**src/rtl/step_ctrl_pkg.sv**
```systemverilog
// Shared types and defaults for the nic8 step controller.
package step_ctrl_pkg;

  localparam int CNT_W_DEFAULT = 16;

  typedef enum logic [1:0] {
    OP_RUN   = 2'd0,
    OP_HALT  = 2'd1,
    OP_STEP  = 2'd2,
    OP_RUN_N = 2'd3
  } cmd_op_e;

  typedef enum logic [1:0] {
    ST_HALTED = 2'd0,
    ST_RUN    = 2'd1,
    ST_COUNT  = 2'd2
  } state_e;

  typedef enum logic [1:0] {
    CAUSE_RESET = 2'd0,
    CAUSE_CMD   = 2'd1,
    CAUSE_COUNT = 2'd2,
    CAUSE_BREAK = 2'd3
  } halt_cause_e;

endpackage

```
**src/rtl/step_ctrl_step_counter.sv**
```systemverilog
// Remaining-step down-counter for bounded (COUNT) execution.
module step_counter
  import step_ctrl_pkg::*;
#(
  parameter int CNT_W = CNT_W_DEFAULT
) (
  input  logic             clk,
  input  logic             reset_n,
  input  logic             clear,
  input  logic             load,
  input  logic [CNT_W-1:0] load_val,
  input  logic             dec,
  output logic [CNT_W-1:0] count,
  output logic             is_one
);

  logic [CNT_W-1:0] count_q;

  // clear beats load beats decrement; never wraps below zero
  always_ff @(posedge clk or negedge reset_n) begin
    if (!reset_n) begin
      count_q <= '0;
    end else if (clear) begin
      count_q <= '0;
    end else if (load) begin
      count_q <= load_val;
    end else if (dec && (count_q != '0)) begin
      count_q <= count_q - CNT_W'(1);
    end
  end

  assign count  = count_q;
  assign is_one = (count_q == CNT_W'(1));

endmodule

```
**src/rtl/step_ctrl.sv**
```systemverilog
// nic8 CPU clock-enable controller: run / halt / step / run-N commands.
// Optional breakpoint compare enabled by defining STEP_CTRL_BREAKPOINT_EN.
//
// state     | meaning
// ST_HALTED | cpu_en low, waiting for a command
// ST_RUN    | free-running until HALT (or breakpoint)
// ST_COUNT  | bounded run, halts when steps_left reaches 0
module step_ctrl
  import step_ctrl_pkg::*;
#(
  parameter int CNT_W = CNT_W_DEFAULT
) (
  input  logic             clk,
  input  logic             reset_n,
  input  logic             cmd_valid,
  output logic             cmd_ready,
  input  logic [1:0]       cmd_op,
  input  logic [CNT_W-1:0] cmd_arg,
  input  logic [7:0]       pc,
`ifdef STEP_CTRL_BREAKPOINT_EN
  input  logic             bp_valid,
  input  logic [7:0]       bp_addr,
`endif
  output logic             cpu_en,
  output logic             halted,
  output logic [1:0]       halt_cause,
  output logic [CNT_W-1:0] steps_left,
  output logic [CNT_W-1:0] ticks,
  output logic             cmd_err
);

  state_e           state_q, state_d;
  halt_cause_e      cause_q, cause_d;
  logic [CNT_W-1:0] ticks_q;
  logic             cmd_err_q, cmd_err_d;
  logic             accept;
  cmd_op_e          op;
  logic             bp_hit;
  logic             cnt_clear, cnt_load, cnt_dec, cnt_is_one;
  logic [CNT_W-1:0] cnt_load_val;

  assign cmd_ready = reset_n;
  assign accept    = cmd_valid;
  assign op        = cmd_op_e'(cmd_op);

`ifdef STEP_CTRL_BREAKPOINT_EN
  logic skip_bp_q;

  // lets a resume from the breakpoint address execute that instruction
  always_ff @(posedge clk or negedge reset_n) begin
    if (!reset_n) begin
      skip_bp_q <= 1'b0;
    end else if ((state_q == ST_HALTED) && (state_d != ST_HALTED)) begin
      skip_bp_q <= 1'b1;
    end else if (cpu_en) begin
      skip_bp_q <= 1'b0;
    end
  end

  assign bp_hit = bp_valid && (pc == bp_addr) && (state_q != ST_HALTED) && !skip_bp_q;
`else
  logic unused_pc;
  assign unused_pc = ^pc;
  assign bp_hit    = 1'b0;
`endif

  assign cpu_en = (state_q != ST_HALTED) && !bp_hit;

  always_comb begin
    state_d      = state_q;
    cause_d      = cause_q;
    cmd_err_d    = 1'b0;
    cnt_clear    = 1'b0;
    cnt_load     = 1'b0;
    cnt_load_val = cmd_arg;
    cnt_dec      = 1'b0;

    case (state_q)
      ST_HALTED: begin
        if (accept) begin
          case (op)
            OP_RUN: state_d = ST_RUN;
            OP_STEP: begin
              state_d      = ST_COUNT;
              cnt_load     = 1'b1;
              cnt_load_val = CNT_W'(1);
            end
            OP_RUN_N: begin
              if (cmd_arg != '0) begin
                state_d  = ST_COUNT;
                cnt_load = 1'b1;
              end else begin
                cause_d = CAUSE_COUNT;
              end
            end
            OP_HALT: cause_d = CAUSE_CMD;
            default: ;
          endcase
        end
      end

      ST_RUN: begin
        if (accept && (op == OP_HALT)) begin
          state_d = ST_HALTED;
          cause_d = CAUSE_CMD;
        end else begin
          cmd_err_d = accept;
          if (bp_hit) begin
            state_d = ST_HALTED;
            cause_d = CAUSE_BREAK;
          end
        end
      end

      ST_COUNT: begin
        // a breakpoint cycle has cpu_en low, so it never consumes a step
        cnt_dec = cpu_en;
        if (accept && (op == OP_HALT)) begin
          state_d = ST_HALTED;
          cause_d = CAUSE_CMD;
        end else begin
          cmd_err_d = accept;
          if (bp_hit) begin
            state_d = ST_HALTED;
            cause_d = CAUSE_BREAK;
          end else if (cnt_is_one) begin
            state_d = ST_HALTED;
            cause_d = CAUSE_COUNT;
          end
        end
      end

      default: state_d = ST_HALTED;
    endcase

    if (state_d != ST_COUNT) begin
      cnt_clear = 1'b1;
    end
  end

  always_ff @(posedge clk or negedge reset_n) begin
    if (!reset_n) begin
      state_q   <= ST_HALTED;
      cause_q   <= CAUSE_RESET;
      cmd_err_q <= 1'b0;
      ticks_q   <= '0;
    end else begin
      state_q   <= state_d;
      cause_q   <= cause_d;
      cmd_err_q <= cmd_err_d;
      if (cpu_en) begin
        ticks_q <= ticks_q + CNT_W'(1);
      end
    end
  end

  step_counter #(.CNT_W(CNT_W)) u_step_counter (
    .clk      (clk),
    .reset_n  (reset_n),
    .clear    (cnt_clear),
    .load     (cnt_load),
    .load_val (cnt_load_val),
    .dec      (cnt_dec),
    .count    (steps_left),
    .is_one   (cnt_is_one)
  );

  assign halted     = (state_q == ST_HALTED);
  assign halt_cause = cause_q;
  assign ticks      = ticks_q;
  assign cmd_err    = cmd_err_q;

endmodule

```
**config.mk**
```make
export PLATFORM = sky130hd
export DESIGN_NAME = step_ctrl
export DESIGN_NICKNAME = d
export VERILOG_FILES = /design/src/rtl/step_ctrl_pkg.sv /design/src/rtl/step_ctrl_step_counter.sv /design/src/rtl/step_ctrl.sv
export SDC_FILE = /design/constraint.sdc
export NUM_CORES = 1
export LEC_CHECK = 0
export ABC_AREA = 1
export BUFFER_PORTS_ARGS = -buffer_cell sky130_fd_sc_hd__buf_2
export CORE_MARGIN = 2
export CORE_UTILIZATION = 25
export CTS_CLUSTER_SIZE = 30
export DETAILED_ROUTE_END_ITERATION = 6
export GPL_TIMING_DRIVEN = 0
export PLACE_DENSITY = 0.5
export SYNTH_ARGS = -nofsm -noshare
export SYNTH_HDL_FRONTEND = slang
export SYNTH_HIERARCHICAL = 1
export SYNTH_SLANG_ARGS = --single-unit
```
**constraint.sdc**
```tcl
create_clock -name clk -period 2.6 [get_ports clk]
set_clock_uncertainty 0.2 [all_clocks]
set_input_delay 0.26 -clock clk [delete_from_list [all_inputs] [get_ports clk]]
set_output_delay 0.26 -clock clk [all_outputs]
set_load 0.05 [all_outputs]
```
* Yosys cells after proc, flatten, opt, wreduce, memory -nomap -nowiden *
Index checks and enable logic that the tools add are counted.
Widths: inputs -> output; s select.

storage, ports and cells
  logic and storage cells = 58
  latch bits = 0
  memory bits (writable) = 0
  memories = 0
  register bits = 37
  output and inout bits = 38
  ROM bits = 0
  input port bits = 29

operators by class
  multiply operators = 0
  reduce and logical (&&, ||, !) cells = 11
  bitwise operators = 0
  magnitude comparators = 0
  div/mod/pow operators = 0
  mux-type cells = 28
  shifts and indexed selects = 0
  eq/ne operators = 12
  $add $sub $neg = 2

operator list
  operator               number
  $mux 16                6
  $reduce_bool 16->1     2
  $mux 2                 10
  $pmux 2 s3             3
  $add 16x1->16 const B  1
  $eq 16x1->1 const B    1
  $sub 16x1->16 const B  1
  $mux 1                 7
  $eq 2x2->1 const B     3
  $ne 2x2->1 const B     3
  $ne 3x3->1 const B     2
  $reduce_and 6->1       1
  $reduce_bool 3->1      2
  $eq 2x1->1 const B     2
  $logic_not 2->1        2
  $pmux 2 s2             1
  $ne 3x1->1 const B     1
  $logic_and 1x1->1      2
  $pmux 1 s2             1
  $reduce_bool 2->1      1
  $reduce_or 2->1        1

* Longest topological paths before layout *
Gate-level depths: netlist of run 1.

  word-level depth = 8
  depth in mapped cells = 19
  depth with buffers taken out = 19

* Modules after synthesis *
Netlist of run 1, hierarchy kept.

modules (own cells, without submodules)
  module        instances  seq. area each (um2)  cells each  area an instance (um2)
  step_ctrl     1          525.5                 196         1,433.9
  step_counter  1          400.4                 195         1,265.0

* Least setup slack after synthesis of run 1 *
OpenSTA, ideal clock, no wires.

  path kind = register to register
  from = register state_q[0]
  to = register u_step_counter.count_q[15], in the netlist u_step_counter/count[15]
  setup slack = 109 ps
  cell stages (with the launch flop) = 13
  buffers on the path = 2
  data arrival time = 2,167 ps
  cell sequence = dfrtp_1 inv_1 ha_1 buf_6 nand2_1 inv_1 nand2_1 inv_1 inv_1 clkbuf_1 or2_2 nand3_1 o21bai_1

on the way
  elaborated cells between the ends (all ways) = 20
  those cells by class = 3 x eq/ne; 13 x mux; 4 x reduce/logical

RTL lines
  item                    line                          RTL
  start, declared         step_ctrl.sv:32               state_e state_q, state_d;
  start signal, assigned  step_ctrl.sv:148              state_q <= state_d;
  $logic_not 2->1 *       n/a
  named net halted        step_ctrl.sv:25               output logic halted,
  $mux 1 *                step_ctrl.sv:78               case (state_q)
  named net cnt_load      step_ctrl.sv:39               logic cnt_clear, cnt_load, cnt_dec, cnt_is_one;
  $mux 16                 step_ctrl_step_counter.sv:25  end else if (load) begin
  $mux 16                 step_ctrl_step_counter.sv:23  end else if (clear) begin
  end signal, assigned    step_ctrl_step_counter.sv:26  count_q <= load_val;
  end signal, assigned    step_ctrl_step_counter.sv:28  count_q <= count_q - CNT_W'(1);
  end, declared           step_ctrl_step_counter.sv:17  logic [CNT_W-1:0] count_q;

The timed path passes the listed nets; every way through them passes the cells marked *.
A chain may end at the register's enable or synchronous reset.

* Final worst setup path of run 1 *
  from = register u_step_counter.count_q[5], in the netlist u_step_counter/count[5]
  to = register u_step_counter.count_q[6], in the netlist u_step_counter/count[6]

on the way
  longest elaborated chain between the ends = 7
  elaborated cells between the ends (all ways) = 13
  those cells by class = 1 x add/sub; 2 x eq/ne; 7 x mux; 3 x reduce/logical

RTL lines
  item                                                           line                          RTL
  $eq 16x1->1 *                                                  step_ctrl_step_counter.sv:33  assign is_one = (count_q == CNT_W'(1));
  named net cnt_is_one                                           step_ctrl.sv:39
  $mux 2 *                                                       step_ctrl.sv:126              end else if (cnt_is_one) begin
  $mux 2 *                                                       step_ctrl.sv:118              if (accept && (op == OP_HALT)) begin
  $pmux 2 s3 *                                                   step_ctrl.sv:78
  $ne 2x2->1 *                                                   step_ctrl.sv:136              if (state_d != ST_COUNT) begin
  $mux 1 *                                                       step_ctrl.sv:136
  named net cnt_clear                                            step_ctrl.sv:39
  $reduce_bool 3->1 (no line) / $mux 16 (equally long branches)  n/a

The timed path passes the listed nets; every way through them passes the cells marked *. The select of a mux whose other input is x is not followed.

==> results.sh, run 1 <==
export IMPL_slew_violations=0
export IMPL_worst_ep_required_time_ps=2620
export IMPL_cts_tree="built"
export IMPL_synthArstFlopShare=1.000
export IMPL_cts_sinks=37
export IMPL_start_kind="flip-flop"
export IMPL_slew_limit_headroom=0.6269
export IMPL_yosysSeqAreaShare=0.3431
export IMPL_grt_util_met1=0.1807
export IMPL_grt_pass1_wl_microns=11910
export IMPL_vias_per_cell=4.291
export IMPL_fin_area_sq_um=3397
export IMPL_layout_commonest_cell="nand2_1"
export IMPL_setup_viol=0
export IMPL_cp_common_cell="nand2_1"
export IMPL_finalNetCount=500
export IMPL_clk_latency_ps=300
export IMPL_hpwl_microns=5519
export IMPL_grt_pass1_vias=2475
export IMPL_ys_types=34
export IMPL_cp_slowest_cell="dfrtp_2"
export IMPL_tightest_slew_ps=559.6
export IMPL_overflow=0
export IMPL_drtIter0Drc=133
export IMPL_powerDensity_nw_per_um2=1361
export IMPL_worstPathCellList="nor2_4, nand2_4, inv_4, nand3_2, nor3_2, inv_1, nand2_1, nand3_1, nand2_1, inv_1, nand2_1, nand2_1, inv_2, nand3_2, nor2_4, nand2_4, inv_8, nand2_1, o21ai_1"
export IMPL_clkTransAtPathRegs_ps=90
export IMPL_portBuffers=58
export IMPL_pre_cts_ws_ps=-79.71
export IMPL_synth_edf_count=0
export IMPL_gp_congestion=0.8329
export IMPL_ir_worst_vdd_mv=0.3131
export IMPL_met2_usage=0.2031
export IMPL_min_path_type="in2reg"
export IMPL_dr_total_vias=2579
export IMPL_ios=67
export IMPL_fmax_mhz=424.2
export IMPL_fin_ws_ps=242.8
export IMPL_cpPeakStageDelay_ps=450
export IMPL_hold_viol=0
export IMPL_die_width_microns=107.9
export IMPL_ys_ff_latch=37
export IMPL_diodes=0
export IMPL_synth_warnings=6
export IMPL_antenna_found_initial=0
export IMPL_h_tree_depth=2
export IMPL_coreArea_sq_um=10420
export IMPL_cts_root_buffer="clkbuf_8"
export IMPL_first_pass_iters=4
export IMPL_placementRows=37
export IMPL_crit_fanout=5
export IMPL_syn_avg_cell_area_sq_um=6.902
export IMPL_max_clock_path_buffers=2
export IMPL_grt_start_max_net_pins=39
export IMPL_whs_ps=53.89
export IMPL_busiest_layer="met2"
export IMPL_maxCapViolCount=0
export IMPL_grtUsageMet3=0.02663
export IMPL_final_layout_size_suffix_gt1_frac=0.2989
export IMPL_fin_crit_sh=0.9066
export IMPL_dieArea_sq_um=11640
export IMPL_synthCells=391
export IMPL_wl_per_cell_microns=12.25
export IMPL_cp_num_buf_inv=5
export IMPL_mostFrequentLayoutCells="100 x nand2_1, 60 x buf_2, 57 x nor2_1"
export IMPL_routed_wl_microns=7363
export IMPL_syn_area_sq_um=2699
export IMPL_crit_family="simple AND/OR/NAND/NOR gates"
export IMPL_status="finished clean"
export IMPL_cp_end_kind="flip-flop"
export IMPL_leakage_nw=1.898
export IMPL_cts_buffers=5
export IMPL_placed_cell_area_sq_um=3159
export IMPL_synth_nets=427
export IMPL_period_minus_slack_ps=2357
export IMPL_initial_core_util=0.2591
export IMPL_synth_top_flop_cell="dfrtp_1"
export IMPL_arrival_ps=2380
export IMPL_die_h_microns=107.9
export IMPL_syn_to_final_growth_pct=25.87
export IMPL_ant_nets=0
export IMPL_path_class="reg2reg"
export IMPL_drc=0
export IMPL_track_usage=0.1303
==> kinds of logic after synthesis <==
family | share of synthesized area
and+or+nand+nor | 0.4057
buffers and inverters | 0.1076
DFF | 0.3431
AOI/OAI and AO/OA | 0.05887
xor gates and xnor gates | 0.04868
adders and majority gates | 0.03245
muxes | 0.003709
==> worst paths after layout <==
check                           cells past startpoint                    start  slack, ps                       to
worst max-delay path                               19  u_step_counter/count[5]        240  u_step_counter/count[6]
worst min-delay path                                3                cmd_valid         50                  cmd_err
worst max register to register                     19  u_step_counter/count[5]        240  u_step_counter/count[6]
worst min register to register                      2            halt_cause[1]        310            halt_cause[1]
max in group asynchronous                           2                  reset_n       1480  u_step_counter/count[8]
min in group asynchronous                           2                  reset_n        310  u_step_counter/count[3]
==> layout make-up <==
type / count / area (sq um)
Fill cell: 1162 / 7019
Buffer: 6 / 38.79
Multi-Input combinational cell: 283 / 1549
Sequential cell: 37 / 933.4
Inverter: 66 / 262.8
Timing Repair Buffer: 64 / 340.3
Clock buffer: 6 / 82.58
Clock inverter: 2 / 13.76
Tap cell: 136 / 170.2
Timing Repair inverter: 1 / 6.256
==> layer usage <==
layer / routed length, microns / vias up
met1: 3678 / 1174
met3: 295 / 5
met4: 76 / 0
met5: 0 / -
li1: - / 1347
met2: 3313 / 53
==> power breakdown <==
part           switching, W  leakage, nW  total [W]  internal, W
logic               0.00220         1.36    0.00322      0.00102
registers          0.000211        0.489   0.000953     0.000742
clock network      0.000234       0.0512   0.000449     0.000215
total               0.00265         1.90    0.00462      0.00198
==> registers in the layout, summed over array words and instances, names as in the netlist <==
name and count:
halt_cause 2, cmd_err 1, ticks 16, state_q 2
u_step_counter/count 16
==> synth_stat cells, types with 2 or more instances <==
cell type  instances  area (sq um)
o21ai_0            9         45.04
nor2_1            61         229.0
clkbuf_1           2         7.510
nor2_4             8         90.09
buf_2              2         10.01
xnor2_1            6         52.55
nor2_2             3         18.77
nand4_1            5         31.28
nand2_4            7         78.83
dfrtp_1           37         925.9
nand2_1          103         386.6
inv_1             60         225.2
o21bai_1           3         22.52
ha_1               7         87.58
nand2_2            5         31.28
o21ai_1            3         15.01
o22ai_1            4         25.02
inv_2              4         15.01
a21oi_1            9         45.04
xor2_1             9         78.83
nor3_1             2         10.01
or2_2              6         37.54
nand3_1           25         125.1
==> tightest hold or removal path: cells and delay by family <==
kind	cells	cell delay (ps)
buffers and inverters	2	200
AND/OR/NAND/NOR	1	50
==> stage by stage <==
| stage | power (W) | TNS [ps] | util | instances |
|---|---|---|---|---|
| after floorplan | 0.003304 | 0 | - | 391 |
| after global placement | 0.003924 | -424.0 | 0.3033 | 585 |
| after detailed placement | 0.003944 | -462.6 | 0.3033 | 585 |
| after CTS | 0.004435 | 0 | 0.3146 | 594 |
| after global routing | 0.005065 | -4.424 | 0.3261 | 601 |
| final | 0.004624 | 0 | 0.3261 | 601 |
==> repair_timing <==
item                                    in CTS  in global routing
hold endpoints to repair                    37                  0
buffers inserted                             0                  5
hold buffers                                 1                  0
pin swaps                                    0                  5
gates resized for setup                      3                 33
endpoints found under the setup margin       9                 17
cloned                                       0                  2
Power figures use the tool's default switching activity.
==> inputs of run 2 (changes only) <==
--- a/config.mk
+++ b/config.mk
@@ -12,7 +12,6 @@
 export CTS_CLUSTER_SIZE = 30
 export DETAILED_ROUTE_END_ITERATION = 6
 export GPL_TIMING_DRIVEN = 0
-export PLACE_DENSITY = 0.5
 export SYNTH_ARGS = -nofsm -noshare
 export SYNTH_HDL_FRONTEND = slang
 export SYNTH_HIERARCHICAL = 1
==> constraint.sdc (replaced) <==
create_clock -name clk -period 2.6 [get_ports clk]
set_clock_uncertainty 0.2 [all_clocks]
set_input_delay 0.26 -clock clk [delete_from_list [all_inputs] [get_ports clk]]
set_output_delay 0.26 -clock clk [all_outputs]
set_load 0.01 [all_outputs]
==> run 2 against run 1 <==
Net effect:
- wire length shrank 4.3%
- non-clock buffer count is the same
- critical path depth shrank 7
- first-iteration DRC count grew 1.5%
- sequential cell count is the same
- setup slack lost 30 ps
- global-route usage shrank 0.37 points
- worst hold slack lost 3.4 ps
- sequential share of layout area grew 0.39 points
- core utilization shrank 0.59 points
- critical endpoint is now u_step_counter/count[12]
==> results.sh, run 2 (synthesis results as in run 1) <==
export IMPL_maxCapViolCount=0
export IMPL_finalNetCount=498
export IMPL_slew_violations=0
export IMPL_cts_buffers=5
export IMPL_hold_viol=0
export IMPL_pre_cts_ws_ps=-17.32
export IMPL_placementRows=37
export IMPL_dr_total_vias=2589
export IMPL_initial_core_util=0.2591
export IMPL_layout_commonest_cell="nand2_1"
export IMPL_die_h_microns=107.9
export IMPL_arrival_ps=2380
export IMPL_grt_util_met1=0.1626
export IMPL_cp_num_buf_inv=6
export IMPL_ir_worst_vdd_mv=0.3148
export IMPL_ios=67
export IMPL_drtIter0Drc=135
export IMPL_overflow=0
export IMPL_grt_pass1_wl_microns=11760
export IMPL_portBuffers=58
export IMPL_max_clock_path_buffers=2
export IMPL_crit_family="buffers and inverters"
export IMPL_path_class="reg2reg"
export IMPL_grtUsageMet3=0.03632
export IMPL_power_w=0.003958
export IMPL_slew_limit_headroom=0.4027
export IMPL_worst_ep_required_time_ps=2590
export IMPL_period_minus_slack_ps=2388
export IMPL_diodes=0
export IMPL_grt_start_max_net_pins=39
export IMPL_status="finished clean"
export IMPL_routed_wl_microns=7044
export IMPL_setup_viol=0
export IMPL_hpwl_microns=5491
export IMPL_final_layout_size_suffix_gt1_frac=0.2786
export IMPL_fill_cells=1134
export IMPL_busiest_layer="met2"
export IMPL_wl_per_cell_microns=11.76
export IMPL_start_kind="flip-flop"
export IMPL_cts_tree="built"
export IMPL_min_path_type="in2reg"
export IMPL_tightest_slew_ps=896.0
export IMPL_crit_fanout=10
export IMPL_clk_latency_ps=300
export IMPL_grt_setup_unrepaired="no"
export IMPL_antenna_found_initial=0
export IMPL_met2_usage=0.2071
export IMPL_mostFrequentLayoutCells="102 x nand2_1, 61 x buf_2, 57 x inv_1, 57 x nor2_1, 34 x dfrtp_1"
export IMPL_cp_slowest_cell="dfrtp_1"
export IMPL_powerDensity_nw_per_um2=1187
export IMPL_dieArea_sq_um=11640
export IMPL_syn_to_final_growth_pct=23.60
export IMPL_track_usage=0.1265
export IMPL_cts_sinks=37
export IMPL_grt_pass1_vias=2518
export IMPL_fin_ws_ps=212.3
export IMPL_fin_crit_sh=0.9183
export IMPL_drc=0
export IMPL_leakage_nw=1.884
export IMPL_first_pass_iters=4
export IMPL_fmax_mhz=418.8
export IMPL_coreArea_sq_um=10420
export IMPL_gp_congestion=0.8486
export IMPL_worstPathCellList="inv_1, ha_2, buf_6, nand2_1, inv_1, nand2_1, inv_2, inv_1, buf_2, or2_2, nand4_1, nand2_1"
export IMPL_h_tree_depth=2
export IMPL_die_width_microns=107.9
export IMPL_cts_root_buffer="clkbuf_8"
export IMPL_vias_per_cell=4.322
export IMPL_clkTransAtPathRegs_ps=80
export IMPL_cp_end_kind="flip-flop"
export IMPL_ant_nets=0
export IMPL_cpPeakStageDelay_ps=420
-- run 2: worst min-delay path, stage by stage --
cell and delay [ps]:
buf_2 130, inv_1 70, nor3_1 50
-- run 2: where the power goes --
group / switching [W] / leakage, nW / internal, W
logic: 0.00162 / 1.35 / 0.000974
registers: 0.000214 / 0.493 / 0.000739
clock network: 0.000231 / 0.0439 / 0.000185
total: 0.00206 / 1.88 / 0.00190
-- run 2: final timing paths --
path / start / end / slack, ps / depth (start not counted)
worst min-delay path: cmd_valid / cmd_err / 50 / 3
min in group asynchronous: reset_n / u_step_counter/count[3] / 420 / 2
worst min register to register: ticks[15] / ticks[15] / 310 / 2
worst max register to register: state_q[0] / u_step_counter/count[12] / 210 / 12
worst max-delay path: state_q[0] / u_step_counter/count[12] / 210 / 12
max in group asynchronous: reset_n / u_step_counter/count[7] / 1170 / 2
-- run 2: area by class of cell --
| class | count | area (sq um) | area share |
|---|---|---|---|
| plain buffers | 6 | 38.79 | 0.01163 |
| multi-input cells | 282 | 1513 | 0.4535 |
| flip-flops and latches | 37 | 929.6 | 0.2787 |
| inverters | 66 | 260.3 | 0.07802 |
| well taps | 136 | 170.2 | 0.05101 |
| repair buffers | 64 | 337.8 | 0.1013 |
| clock inverters | 3 | 17.52 | 0.005251 |
| clock buffers | 5 | 68.82 | 0.02063 |
-- run 2: what timing repair did --
action,4_1_cts,5_1_grt
hold buffers,1,0
setup buffers,0,5
pin swaps,0,0
resized for setup,2,20
setup endpoints to repair,7,16
endpoints found under the hold margin,37,0
-- run 2: per-layer routing --
metal	wire, microns	up-vias	share of wire
met1	3237	1187	0.46
met2	3214	56	0.46
met5	0	-	0
met4	83	0	0.012
met3	508	8	0.072
li1	-	1338	-
-- run 2: metrics by stage --
stage / instances / util / setup TNS, ps / area, sq um / hold WS (ps)
final: 599 / 0.3202 / 0 / 3336 / 50.48
after global routing: 599 / 0.3202 / 0 / 3336 / 65.21
after CTS: 594 / 0.3132 / 0 / 3262 / 47.27
after detailed placement: 585 / 0.3033 / -27.82 / 3159 / 245.9
after global placement: 585 / 0.3033 / 0 / 3159 / 236.8
after floorplan: 391 / - / 0 / 2699 / -235.6
